==> src/rtl/grid_cursor_ctrl.sv <==
// Grid cursor controller: button edge detection, prioritised one-step moves with saturate/wrap, select capture.
// Optional auto-repeat on a held direction is compiled in with `define GRID_CURSOR_AUTOREPEAT_EN.
module grid_cursor_ctrl #(
    parameter int COLS = 3,
    parameter int ROWS = 4,
    parameter int XW   = 3,
    parameter int YW   = 4,
    parameter int IW   = 4,
    parameter int WRAP = 0
`ifdef GRID_CURSOR_AUTOREPEAT_EN
    ,
    parameter int REPEAT_DLY = 50,
    parameter int REPEAT_PER = 10
`endif
) (
    input  logic          clk,
    input  logic          rst_n,
    input  logic          en,
    input  logic          btn_up,
    input  logic          btn_down,
    input  logic          btn_left,
    input  logic          btn_right,
    input  logic          btn_sel,
    output logic [XW-1:0] cursor_x,
    output logic [YW-1:0] cursor_y,
    output logic [IW-1:0] cursor_idx,
    output logic          moved,
    output logic          sel_pulse,
    output logic [IW-1:0] sel_idx
);

    typedef enum logic [2:0] {
        DIR_NONE  = 3'd0,
        DIR_UP    = 3'd1,
        DIR_DOWN  = 3'd2,
        DIR_LEFT  = 3'd3,
        DIR_RIGHT = 3'd4
    } dir_t;

    logic prev_up, prev_down, prev_left, prev_right, prev_sel;
    logic press_up, press_down, press_left, press_right, press_sel;

    dir_t          press_dir;
    dir_t          move_dir;
    logic          do_move;
    logic [XW-1:0] next_x;
    logic [YW-1:0] next_y;
    logic [IW-1:0] next_idx;

    assign press_up    = btn_up    & ~prev_up;
    assign press_down  = btn_down  & ~prev_down;
    assign press_left  = btn_left  & ~prev_left;
    assign press_right = btn_right & ~prev_right;
    assign press_sel   = btn_sel   & ~prev_sel;

`ifdef GRID_CURSOR_AUTOREPEAT_EN
    localparam int CW = $clog2(REPEAT_DLY + REPEAT_PER + 1);

    dir_t          held_dir;
    logic [CW-1:0] rep_cnt;
    logic          rep_phase;   // 0: waiting for first repeat, 1: periodic repeats
    logic          held_lvl;
    logic          others_high;
    logic          rep_fire;

    always_comb begin
        held_lvl    = 1'b0;
        others_high = 1'b0;
        case (held_dir)
            DIR_UP: begin
                held_lvl    = btn_up;
                others_high = btn_down | btn_left | btn_right;
            end
            DIR_DOWN: begin
                held_lvl    = btn_down;
                others_high = btn_up | btn_left | btn_right;
            end
            DIR_LEFT: begin
                held_lvl    = btn_left;
                others_high = btn_up | btn_down | btn_right;
            end
            DIR_RIGHT: begin
                held_lvl    = btn_right;
                others_high = btn_up | btn_down | btn_left;
            end
            default: begin
                held_lvl    = 1'b0;
                others_high = 1'b0;
            end
        endcase
        rep_fire = (held_dir != DIR_NONE) && held_lvl && !others_high &&
                   (rep_cnt == (rep_phase ? CW'(REPEAT_PER - 1) : CW'(REPEAT_DLY - 1)));
    end

    always_ff @(posedge clk or negedge rst_n) begin
        if (!rst_n) begin
            held_dir  <= DIR_NONE;
            rep_cnt   <= '0;
            rep_phase <= 1'b0;
        end else if (!en) begin
            held_dir  <= DIR_NONE;
            rep_cnt   <= '0;
            rep_phase <= 1'b0;
        end else if (press_dir != DIR_NONE) begin
            held_dir  <= press_dir;
            rep_cnt   <= '0;
            rep_phase <= 1'b0;
        end else if (held_dir != DIR_NONE) begin
            if (!held_lvl || others_high) begin
                held_dir  <= DIR_NONE;
                rep_cnt   <= '0;
                rep_phase <= 1'b0;
            end else if (rep_fire) begin
                rep_cnt   <= '0;
                rep_phase <= 1'b1;
            end else begin
                rep_cnt <= rep_cnt + 1'b1;
            end
        end
    end
`endif

    always_comb begin
        press_dir = DIR_NONE;
        if (en) begin
            if (press_up)         press_dir = DIR_UP;
            else if (press_down)  press_dir = DIR_DOWN;
            else if (press_left)  press_dir = DIR_LEFT;
            else if (press_right) press_dir = DIR_RIGHT;
        end
        move_dir = press_dir;
`ifdef GRID_CURSOR_AUTOREPEAT_EN
        if (en && press_dir == DIR_NONE && rep_fire) move_dir = held_dir;
`endif
        next_x  = cursor_x;
        next_y  = cursor_y;
        do_move = 1'b0;
        // An edge move either wraps to the far edge or is dropped without a moved pulse.
        case (move_dir)
            DIR_UP: begin
                if (cursor_y != '0) begin
                    next_y  = cursor_y - 1'b1;
                    do_move = 1'b1;
                end else if (WRAP != 0) begin
                    next_y  = YW'(ROWS - 1);
                    do_move = 1'b1;
                end
            end
            DIR_DOWN: begin
                if (cursor_y != YW'(ROWS - 1)) begin
                    next_y  = cursor_y + 1'b1;
                    do_move = 1'b1;
                end else if (WRAP != 0) begin
                    next_y  = '0;
                    do_move = 1'b1;
                end
            end
            DIR_LEFT: begin
                if (cursor_x != '0) begin
                    next_x  = cursor_x - 1'b1;
                    do_move = 1'b1;
                end else if (WRAP != 0) begin
                    next_x  = XW'(COLS - 1);
                    do_move = 1'b1;
                end
            end
            DIR_RIGHT: begin
                if (cursor_x != XW'(COLS - 1)) begin
                    next_x  = cursor_x + 1'b1;
                    do_move = 1'b1;
                end else if (WRAP != 0) begin
                    next_x  = '0;
                    do_move = 1'b1;
                end
            end
            default: begin
                next_x  = cursor_x;
                next_y  = cursor_y;
                do_move = 1'b0;
            end
        endcase
        next_idx = IW'(32'(next_y) * 32'(COLS) + 32'(next_x));
    end

    // Previous levels reset high so a button held through reset release is not a press.
    always_ff @(posedge clk or negedge rst_n) begin
        if (!rst_n) begin
            prev_up    <= 1'b1;
            prev_down  <= 1'b1;
            prev_left  <= 1'b1;
            prev_right <= 1'b1;
            prev_sel   <= 1'b1;
            cursor_x   <= '0;
            cursor_y   <= '0;
            cursor_idx <= '0;
            moved      <= 1'b0;
            sel_pulse  <= 1'b0;
            sel_idx    <= '0;
        end else begin
            prev_up    <= btn_up;
            prev_down  <= btn_down;
            prev_left  <= btn_left;
            prev_right <= btn_right;
            prev_sel   <= btn_sel;
            if (do_move) begin
                cursor_x   <= next_x;
                cursor_y   <= next_y;
                cursor_idx <= next_idx;
            end
            moved     <= do_move;
            sel_pulse <= en & press_sel;
            if (en && press_sel) sel_idx <= cursor_idx;
        end
    end

endmodule

==> config.mk <==
export PLATFORM = sky130hd
export DESIGN_NAME = grid_cursor_ctrl
export DESIGN_NICKNAME = d
export VERILOG_FILES = /design/src/rtl/grid_cursor_ctrl.sv
export SDC_FILE = /design/constraint.sdc
export NUM_CORES = 1
export LEC_CHECK = 0
export BUFFER_PORTS_ARGS = -buffer_cell sky130_fd_sc_hd__buf_2
export CAP_MARGIN = 40
export CORE_ASPECT_RATIO = 0.6
export CORE_MARGIN = 2
export CORE_UTILIZATION = 53
export DETAILED_ROUTE_END_ITERATION = 6
export PLACE_DENSITY = 0.82
export SETUP_SLACK_MARGIN = 0.5
export SLEW_MARGIN = 20
export SYNTH_ARGS = -nofsm -noshare
export SYNTH_HDL_FRONTEND = slang
export SYNTH_SLANG_ARGS = --single-unit
export TNS_END_PERCENT = 50
==> constraint.sdc <==
create_clock -name clk -period 4.3 [get_ports clk]
set_input_delay 0.215 -clock clk [delete_from_list [all_inputs] [get_ports clk]]
set_output_delay 0.215 -clock clk [all_outputs]
set_load 0.02 [all_outputs]
==> metrics, run 1 <==
CP Data Arrival Time 3.61 ns; min cycle time layout 3.46 ns; Pwr Total 0.00125 W; area of the multi-input gates 641 µm²; Yosys top cell area share 0.340; Routed Antenna Nets 0; status completed; Synth top cells by count dfrtp_1, inv_1, ha_1, nand2_1, a21oi_1; syn_area_per_cell 11.5 µm²; WS Path Type flip-flop to flip-flop; startpoint types flip-flop; Post-CTS Setup Inserts 0; CTS root buffer clkbuf_8; gr ovfl total 0; NumNets Final 159; final WL 2410 µm; Final period util 0.806; Layout fillers 166; Max VDD drop 0.000416 V; initial antenna violation count 0; drt wl/cell 14.3 µm; crit-path leading delay family adder cells; dominant cells by area after synthesis dfrtp_1, dfstp_2, ha_1; Hold EP prev_left; Inserted Clock Buffers 3; Post-DP HPWL 1890 µm; initial core utilization 0.569; register area share after synthesis 0.445; R2R Path Start prev_up; later-pin clock latency in the skew report 0.26 ns; ratio of cells with drive above 1 in the final layout 0.312; min-delay src btn_left; DRC viols 0; WP buf/inv 1; clock-pin transition on the worst setup and hold timing paths 0.09 ns; Seq cells post-synth 22; first-pass GRT wire length 4220 µm; core box area 0.00220 mm²; # diodes 0; most instantiated library cell after synthesis dfrtp_1; hold crit path type input pin to flip-flop; vias post-DR 919; setup TNS 0 ns; Worst Path Max Fanout 6; CP max stage cell dfstp_2; Die Span X 66.7 µm; Rows 13; GRT Resource Usage Total 0.201; CTS Sinks 22; Hold Fails Final Rpt 0; DRT Pass-1 Iters 4; synthesis-to-layout area growth 19.1%; FFs w/ async S/R, synth 1.00; synth warn 0; # port buffers 24; PwrDens 837 mW/mm²; Mapped Cells 109; Post-Syn Area 0.00125 mm²; Die Area 0.00278 mm²; Synth area leader dfrtp_1; drt first-iter violations 42; H-tree depth 1; slowest stage delay, CP 0.54 ns; Crit. End Element flip-flop; final setup fails 0; Leakage 0.725 nW; max-cap check violation count 0; Rel. slew slack 0.639; RSZ-0062 raised after global routing false; Hold Path Depth 1; Synthesized Nets 129; Post-synth EDFFs 0; terminus of the critical flop-to-flop path cursor_idx[3]; I/O Pins 25; global placer's final weighted congestion 0.892; worst reg2reg path depth 12; Tightest Pin Transition 0.539 ns; Final Max Tran Viols 0; number of library cell types mapped by synthesis 32; flop2flop setup slack 0.84 ns; register area 557 µm²; CTS tree yes; pin count of the biggest net entering global routing 23; ys flop type dfrtp_1; CP cell instances nand2b_1, nand4_1, a21oi_1, o21a_1, a21oi_1, fa_1, ha_1, inv_1, fa_1, xor2_1, xnor3_1, mux2_2; Clock Skew 0.0120 ns; WP data required 4.44 ns; Via density 5.47; cell count along the critical path 12; clk buf depth 2; FMAX 0.289 GHz; Die Span Y 41.6 µm; vias in the first global route 919
[repair_timing]
item                                   in CTS  in global routing
endpoints found under the hold margin      17                  0
gates resized for setup                     0                  0
hold buffers                                1                  0
[placed cells by master (no fill, tap or decap), types with 2 or more instances in the layout]
master / synthesis / layout
a21oi_1: 6 / 6
inv_1: 14 / 14
mux2_1: 3 / 3
mux2_2: 4 / 4
dfstp_2: 5 / 5
clkbuf_8: 0 / 3
dfrtp_1: 17 / 17
nand2b_1: 2 / 2
nor3_2: 2 / 2
nand3_1: 2 / 2
a211oi_1: 3 / 3
a31oi_1: 2 / 2
nand4_1: 2 / 2
fa_1: 3 / 3
a221oi_1: 3 / 3
buf_2: 0 / 24
nand2_1: 8 / 8
xnor2_1: 4 / 4
nor2b_1: 4 / 4
ha_1: 9 / 9
mux2i_1: 3 / 3
[power breakdown]
part | leakage (nW) | switching, W | internal [W]
sequential | 0.256 | 0.0000707 | 0.000286
clock | 0.0357 | 0.0000673 | 0.000124
combinational | 0.433 | 0.000396 | 0.000302
total | 0.725 | 0.000534 | 0.000713
[metrics by stage]
stage / hold WS [ns] / util / setup slack [ns] / area, µm² / cells
2_1_floorplan: -0.0806 / - / 1.14 / 1250 / 109
3_3_place_gp: 0.202 / 0.641 / 0.971 / 1410 / 163
3_5_place_dp: 0.207 / 0.641 / 0.885 / 1410 / 163
4_1_cts: 0.0468 / 0.678 / 0.830 / 1490 / 168
5_1_grt: 0.0412 / 0.678 / 0.586 / 1490 / 168
6_report: 0.0518 / 0.678 / 0.836 / 1490 / 168
[state kept, by name, indices dropped and copies added (netlist names)]
name / cells
cursor_idx: 4
cursor_x: 3
cursor_y: 4
moved: 1
prev_down: 1
prev_left: 1
prev_right: 1
prev_sel: 1
prev_up: 1
sel_idx: 4
sel_pulse: 1
[worst max path at each step]
stage | from | to
after floorplan | cursor_x[0] | cursor_idx[3]
after detailed placement | prev_up | cursor_idx[3]
after global placement | prev_up | cursor_idx[3]
after global routing | prev_up | cursor_idx[3]
final | prev_up | cursor_idx[3]
after CTS | prev_up | cursor_idx[3]
[layout make-up]
class / instances / area share
clock buffers: 3 / 0.0277
clock inverters: 1 / 0.0202
inverters: 14 / 0.0353
multi-input cells: 73 / 0.430
flip-flops and latches: 22 / 0.374
well taps: 30 / 0.0252
repair buffers: 25 / 0.0874
[per-layer routing]
layer  part of all wire  vias to the layer above  track usage
met5                  0                        -            0
met4             0.0091                        0       0.0531
met1               0.48                      459        0.292
met3              0.047                        4       0.0542
li1                   -                      436            -
met2               0.46                       20        0.300
[cell families after synthesis]
kind of cell,after synthesis,synth area share
XOR/XNOR,6,0.0531
buffers and inverters,14,0.0420
AND/OR/NAND/NOR,26,0.118
adder cells (fa/ha/maj),12,0.138
AO/OA/AOI/OAI,19,0.116
flip-flops,22,0.445
multiplexers,10,0.0871
Power figures use the tool's default switching activity.
==> run 2, diff against run 1 <==
--- a/config.mk
+++ b/config.mk
@@ -9,9 +9,9 @@
 export CAP_MARGIN = 40
 export CORE_ASPECT_RATIO = 0.6
 export CORE_MARGIN = 2
-export CORE_UTILIZATION = 53
+export CORE_UTILIZATION = 48
 export DETAILED_ROUTE_END_ITERATION = 6
-export PLACE_DENSITY = 0.82
+export PLACE_DENSITY = 0.79
 export SETUP_SLACK_MARGIN = 0.5
 export SLEW_MARGIN = 20
 export SYNTH_ARGS = -nofsm -noshare
==> constraint.sdc (replaced) <==
create_clock -name clk -period 3 [get_ports clk]
set_input_delay 0.15 -clock clk [delete_from_list [all_inputs] [get_ports clk]]
set_output_delay 0.15 -clock clk [all_outputs]
set_load 0.02 [all_outputs]
==> metrics, run 2 (synthesis gave the netlist of run 1 again) <==
status complete, but fails checks; failing checks setup timing; PwrDens 1120 mW/mm² (+34%); min cycle time layout 3.17 ns (-0.293 ns); # port buffers 24 (unchanged); Rows 14 (+1); Worst Path Max Fanout 2 (-4); # diodes 0 (unchanged); initial core utilization 0.503 (-0.0667); R2R Path Start prev_up; final WL 2770 µm (+15%); DRT Pass-1 Iters 4 (unchanged); WL met2 1240 µm (+10%); Via density 5.14 (-6.1%); startpoint types flip-flop; Hold Fails Final Rpt 0 (unchanged); Max VDD drop 0.000622 V (+49%); biggest registers after layout cursor_idx (4), cursor_y (4), sel_idx (4); WP data required 3.15 ns (-1.29 ns); commonest non-fill, non-tap cells in the layout buf_2, buf_4, inv_1; Final Max Tran Viols 0 (unchanged); first-pass GRT wire length 4790 µm (+14%); Die Span X 69.9 µm (+4.8%); drt first-iter violations 19 (-55%); core box area 0.00249 mm² (+13%); routed wl met3 170 µm (+50%); pin count of the biggest net entering global routing 23 (unchanged); Clock Skew 0.00439 ns (-0.00763 ns); GRT Resource Usage Total 0.206 (+0.00544); H-tree depth 1 (unchanged); vias in the first global route 1041 (+13%); I/O Pins 25 (unchanged); top layer in use met4; global placer's final weighted congestion 0.906 (+1.6%); Routed Antenna Nets 0 (unchanged); flop2flop setup slack -0.17 ns (-1.01 ns); worst reg2reg path depth 12 (unchanged); Inserted Clock Buffers 3 (unchanged); clk buf depth 2 (unchanged); NumNets Final 181 (+14%); Leakage 0.837 nW (+15%); min setup slack post-route -0.171 ns (-1.01 ns); WS Path Type flip-flop to flip-flop; worst setup path end cursor_idx[3]; DRC viols 0 (unchanged); final setup fails 1 (+1); drt wl/cell 14.4 µm (+0.65%); commonest non-fill, non-tap cell in the layout buf_2; Crit. End Element flip-flop; initial antenna violation count 0 (unchanged); Die Area 0.00304 mm² (+9.6%); hold slack 0.0171 ns (-0.0347 ns); met1 WL 1330 µm (+16%); CTS root buffer clkbuf_8; hold crit path type input pin to flip-flop; gr ovfl total 0 (unchanged); max-cap check violation count 0 (unchanged); Layout fillers 178 (+7.2%); synthesis-to-layout area growth 39.8%; CTS tree yes; Final period util 1.06 (+0.252); CP Data Arrival Time 3.32 ns (-0.29 ns); CP startpoint prev_up; terminus of the critical flop-to-flop path cursor_idx[3]; FMAX 0.315 GHz (+9.2%); Post-DP HPWL 2110 µm (+11%); ratio of cells with drive above 1 in the final layout 0.513 (+0.201); clock-pin transition on the worst setup and hold timing paths 0.08 ns (about the same); later-pin clock latency in the skew report 0.26 ns (about the same); RSZ-0062 raised after global routing true; Rel. slew slack 0.664 (+0.0254); CTS Sinks 22 (unchanged); Die Span Y 43.5 µm (+4.6%); Tightest Pin Transition 0.504 ns (-0.0351 ns); vias post-DR 986 (+7.3%); Pwr Total 0.00196 W (+58%)
-- run 2: cell count changes in the layout (fill, tap and decap cells not counted), moves of 2 or more --
cell and delta:
buf_4 +19, dlygate4sd3_1 +3, dfrtp_1 -5, a21oi_2 +2
a21oi_1 -2, nand2b_4 +2, a211oi_1 -2, nand2b_1 -2
nand2_2 +2, nand2_1 -2, dfrtp_2 +5
-- run 2: area by class of cell --
cell class	instances	area (µm²)	area share
clock buffers	4	55.1	0.0315
inverters	14	55.1	0.0315
multi-input cells	73	732	0.419
flip-flops and latches	22	563	0.322
well taps	32	40.0	0.0229
repair buffers	47	303	0.173
-- run 2: worst min-delay path by stage --
stage,from,slack (ns),endpoint,cells past startpoint
floorplan,rst_n,-0.15,cursor_idx[0],0
global placement,rst_n,0.14,cursor_x[2],1
detailed placement,rst_n,0.15,cursor_x[2],1
CTS,btn_up,0.008,prev_up,1
global route,btn_down,0.006,prev_down,1
finish,btn_up,0.02,prev_up,1
-- run 2: where the power goes --
group	internal, W	leakage (nW)	switching [W]
clock	0.000117	0.0288	0.0000950
sequential	0.000416	0.251	0.0000969
combinational	0.000578	0.557	0.000661
total	0.00111	0.837	0.000853
-- run 2: routing by layer --
layer,vias to the layer above,GRT usage
met1,473,0.279
met5,-,0
met4,0,0.0538
met2,27,0.331
met3,4,0.0651
li1,482,-
-- run 2: critical path: stages, from the launching register on --
cell and delay (ns):
dfstp_2 0.54, nor2b_1 0.06, nor3_2 0.19, nand2_2 0.13, a211oi_4 0.31, a31oi_4 0.09, fa_1 0.58, ha_1 0.15
inv_1 0.05, fa_2 0.34, xor2_2 0.14, xnor3_1 0.23, mux2_2 0.26
-- run 2: stage by stage --
stage	std cells	setup slack [ns]	cell area [µm²]	utilization	setup TNS, ns
floorplan	109	0.0451	1320	-	0
global placement	181	-0.0883	1600	0.643	-0.0883
detailed placement	181	-0.195	1600	0.643	-0.195
CTS	192	-0.182	1740	0.700	-0.182
global route	192	-0.325	1750	0.703	-0.325
finish	192	-0.171	1750	0.703	-0.171
-- run 2: what timing repair did --
action	in CTS	in global routing
pin swaps	7	0
endpoints found under the setup margin	3	3
cloned	0	0
hold buffers	4	0
gates resized for setup	3	1
setup buffers	3	0
endpoints found under the hold margin	20	0
==> run 3, diff against run 2 <==
--- a/config.mk
+++ b/config.mk
@@ -11,7 +11,9 @@
 export CORE_MARGIN = 2
 export CORE_UTILIZATION = 48
 export DETAILED_ROUTE_END_ITERATION = 6
+export GPL_ROUTABILITY_DRIVEN = 0
 export PLACE_DENSITY = 0.79
+export REMOVE_ABC_BUFFERS = 1
 export SETUP_SLACK_MARGIN = 0.5
 export SLEW_MARGIN = 20
 export SYNTH_ARGS = -nofsm -noshare
==> metrics, run 3 (synthesis gave the netlist of run 1 again) <==
RSZ-0062 raised after global routing true; Finished Cell Area 0.00180 mm² (+2.8%); Crit. End Element flip-flop; failing checks setup timing; Max VDD drop 0.000624 V (+0.33%); core box area 0.00249 mm² (unchanged); Leakage 0.890 nW (+6.3%); register area 557 µm² (-1.1%); Tightest Pin Transition 0.572 ns (+0.0679 ns); Rows 14 (unchanged); min setup slack post-route -0.232 ns (-0.0604 ns); # port buffers 24 (unchanged); Layout fillers 160 (-10%); Die Area 0.00304 mm² (unchanged); clock-pin transition on the worst setup and hold timing paths 0.08 ns (about the same); DRC viols 0 (unchanged); # diodes 0 (unchanged); final setup fails 1 (unchanged); biggest registers after layout cursor_idx (4), cursor_y (4), sel_idx (4); Final Max Tran Viols 0 (unchanged); ratio of cells with drive above 1 in the final layout 0.506 (-0.00669); dpl cell area 0.00163 mm² (+1.8%); area of the multi-input gates 697 µm² (-4.8%); WP data required 3.16 ns (about the same); clk buf depth 2 (unchanged); CTS tree yes; H-tree depth 1 (unchanged); Hold Fails Final Rpt 0 (unchanged); max-cap check violation count 0 (unchanged); Die Span Y 43.5 µm (unchanged); drt wl/cell 15.2 µm (+5.5%); pin count of the biggest net entering global routing 23 (unchanged); initial antenna violation count 0 (unchanged); GRT Resource Usage Total 0.230 (+0.0232); gr ovfl total 0 (unchanged); Final period util 1.08 (+0.0201); Rel. slew slack 0.617 (-0.0473); PwrDens 1140 mW/mm² (+1.5%); final std cells w/o fill 204 (+6.3%); NumNets Final 193 (+6.6%); commonest non-fill, non-tap cells in the layout buf_4, buf_2, dfrtp_1; Die Span X 69.9 µm (unchanged); Via density 5.33 (+3.8%); vias in the first global route 1154 (+11%); hold crit path type input pin to flip-flop; Inserted Clock Buffers 3 (unchanged); Clock Skew 0.00161 ns (-0.00277 ns); initial core utilization 0.503 (unchanged); worst slack at placement -0.322 ns (-0.127 ns); vias post-DR 1087 (+10%); drt first-iter violations 85 (+66); Post-DP HPWL 2390 µm (+14%); WS Path Type flip-flop to flip-flop; commonest non-fill, non-tap cell in the layout buf_4; I/O Pins 25 (unchanged); CTS root buffer clkbuf_8; Placed Cells 194 (+7.2%); later-pin clock latency in the skew report 0.26 ns (about the same); FMAX 0.309 GHz (-1.9%); CP Data Arrival Time 3.39 ns (+0.07 ns); final WL 3110 µm (+12%); status complete, but fails checks; CTS Sinks 22 (unchanged); DRT Pass-1 Iters 4 (unchanged); Worst Path Max Fanout 3 (+1); startpoint types flip-flop; synthesis-to-layout area growth 43.7%; min cycle time layout 3.23 ns (+0.0604 ns); Routed Antenna Nets 0 (unchanged); first-pass GRT wire length 5350 µm (+12%)
run 3: cell count changes in the layout (fill, tap and decap cells not counted), sizes merged:
cell         change
dlygate4sd3      +1
buf             +11
run 3: repair_timing:
item                                   in CTS  in global routing
pin swaps                                   5                  2
resized for setup                          11                  4
hold buffers                                5                  0
endpoints found under the hold margin      21                  0
buffers inserted                            1                  0
setup endpoints to repair                   3                  3
run 3: layout make-up:
cell class,instances,area share
flip-flops and latches,22,0.310
repair buffers,59,0.220
clock buffers,4,0.0306
inverters,14,0.0292
well taps,32,0.0223
multi-input cells,73,0.388
run 3: power by group:
group,leakage [nW],switching (W),internal (W),total [W]
clock network,0.0288,0.0000958,0.000117,0.000213
logic,0.605,0.000712,0.000645,0.00136
registers,0.256,0.0000692,0.000410,0.000480
total,0.890,0.000877,0.00117,0.00205
run 3: through the flow:
step | hold slack, ns | power [W] | util | setup TNS (ns)
finish | 0.0169 | 0.00205 | 0.722 | -0.232
global route | 0.00725 | 0.00221 | 0.722 | -0.454
CTS | 0.00704 | 0.00200 | 0.717 | -0.212
detailed placement | 0.135 | 0.00171 | 0.654 | -0.325
global placement | 0.134 | 0.00163 | 0.654 | -0.264
floorplan | -0.146 | 0.00122 | - | -0.161
run 3: layer usage:
metal | track usage | wire length [µm]
met5 | 0 | 0
met4 | 0.0731 | 61
met3 | 0.0651 | 223
met2 | 0.400 | 1470
met1 | 0.284 | 1350
run 3: worst max-delay path, stage by stage, from the launching register on:
cell and delay (ns):
dfstp_2 0.53, nor2b_2 0.05, nor3b_2 0.18, nand4_1 0.19
buf_4 0.21, a211oi_2 0.21, a21oi_2 0.08, fa_1 0.49
ha_2 0.17, inv_2 0.04, fa_2 0.34, xor2_1 0.15
xnor3_1 0.22, mux2_2 0.26
run 3: worst paths after layout:
check	startpoint	endpoint	slack, ns	cells after the start
worst min-delay path	btn_down	prev_down	0.02	1
worst max-delay path	prev_left	cursor_idx[3]	-0.23	13
worst min register to register	sel_idx[2]	sel_idx[2]	0.50	2
worst max register to register	prev_left	cursor_idx[3]	-0.23	13
max in group asynchronous	rst_n	prev_down	2.28	2
min in group asynchronous	rst_n	cursor_y[3]	0.37	2
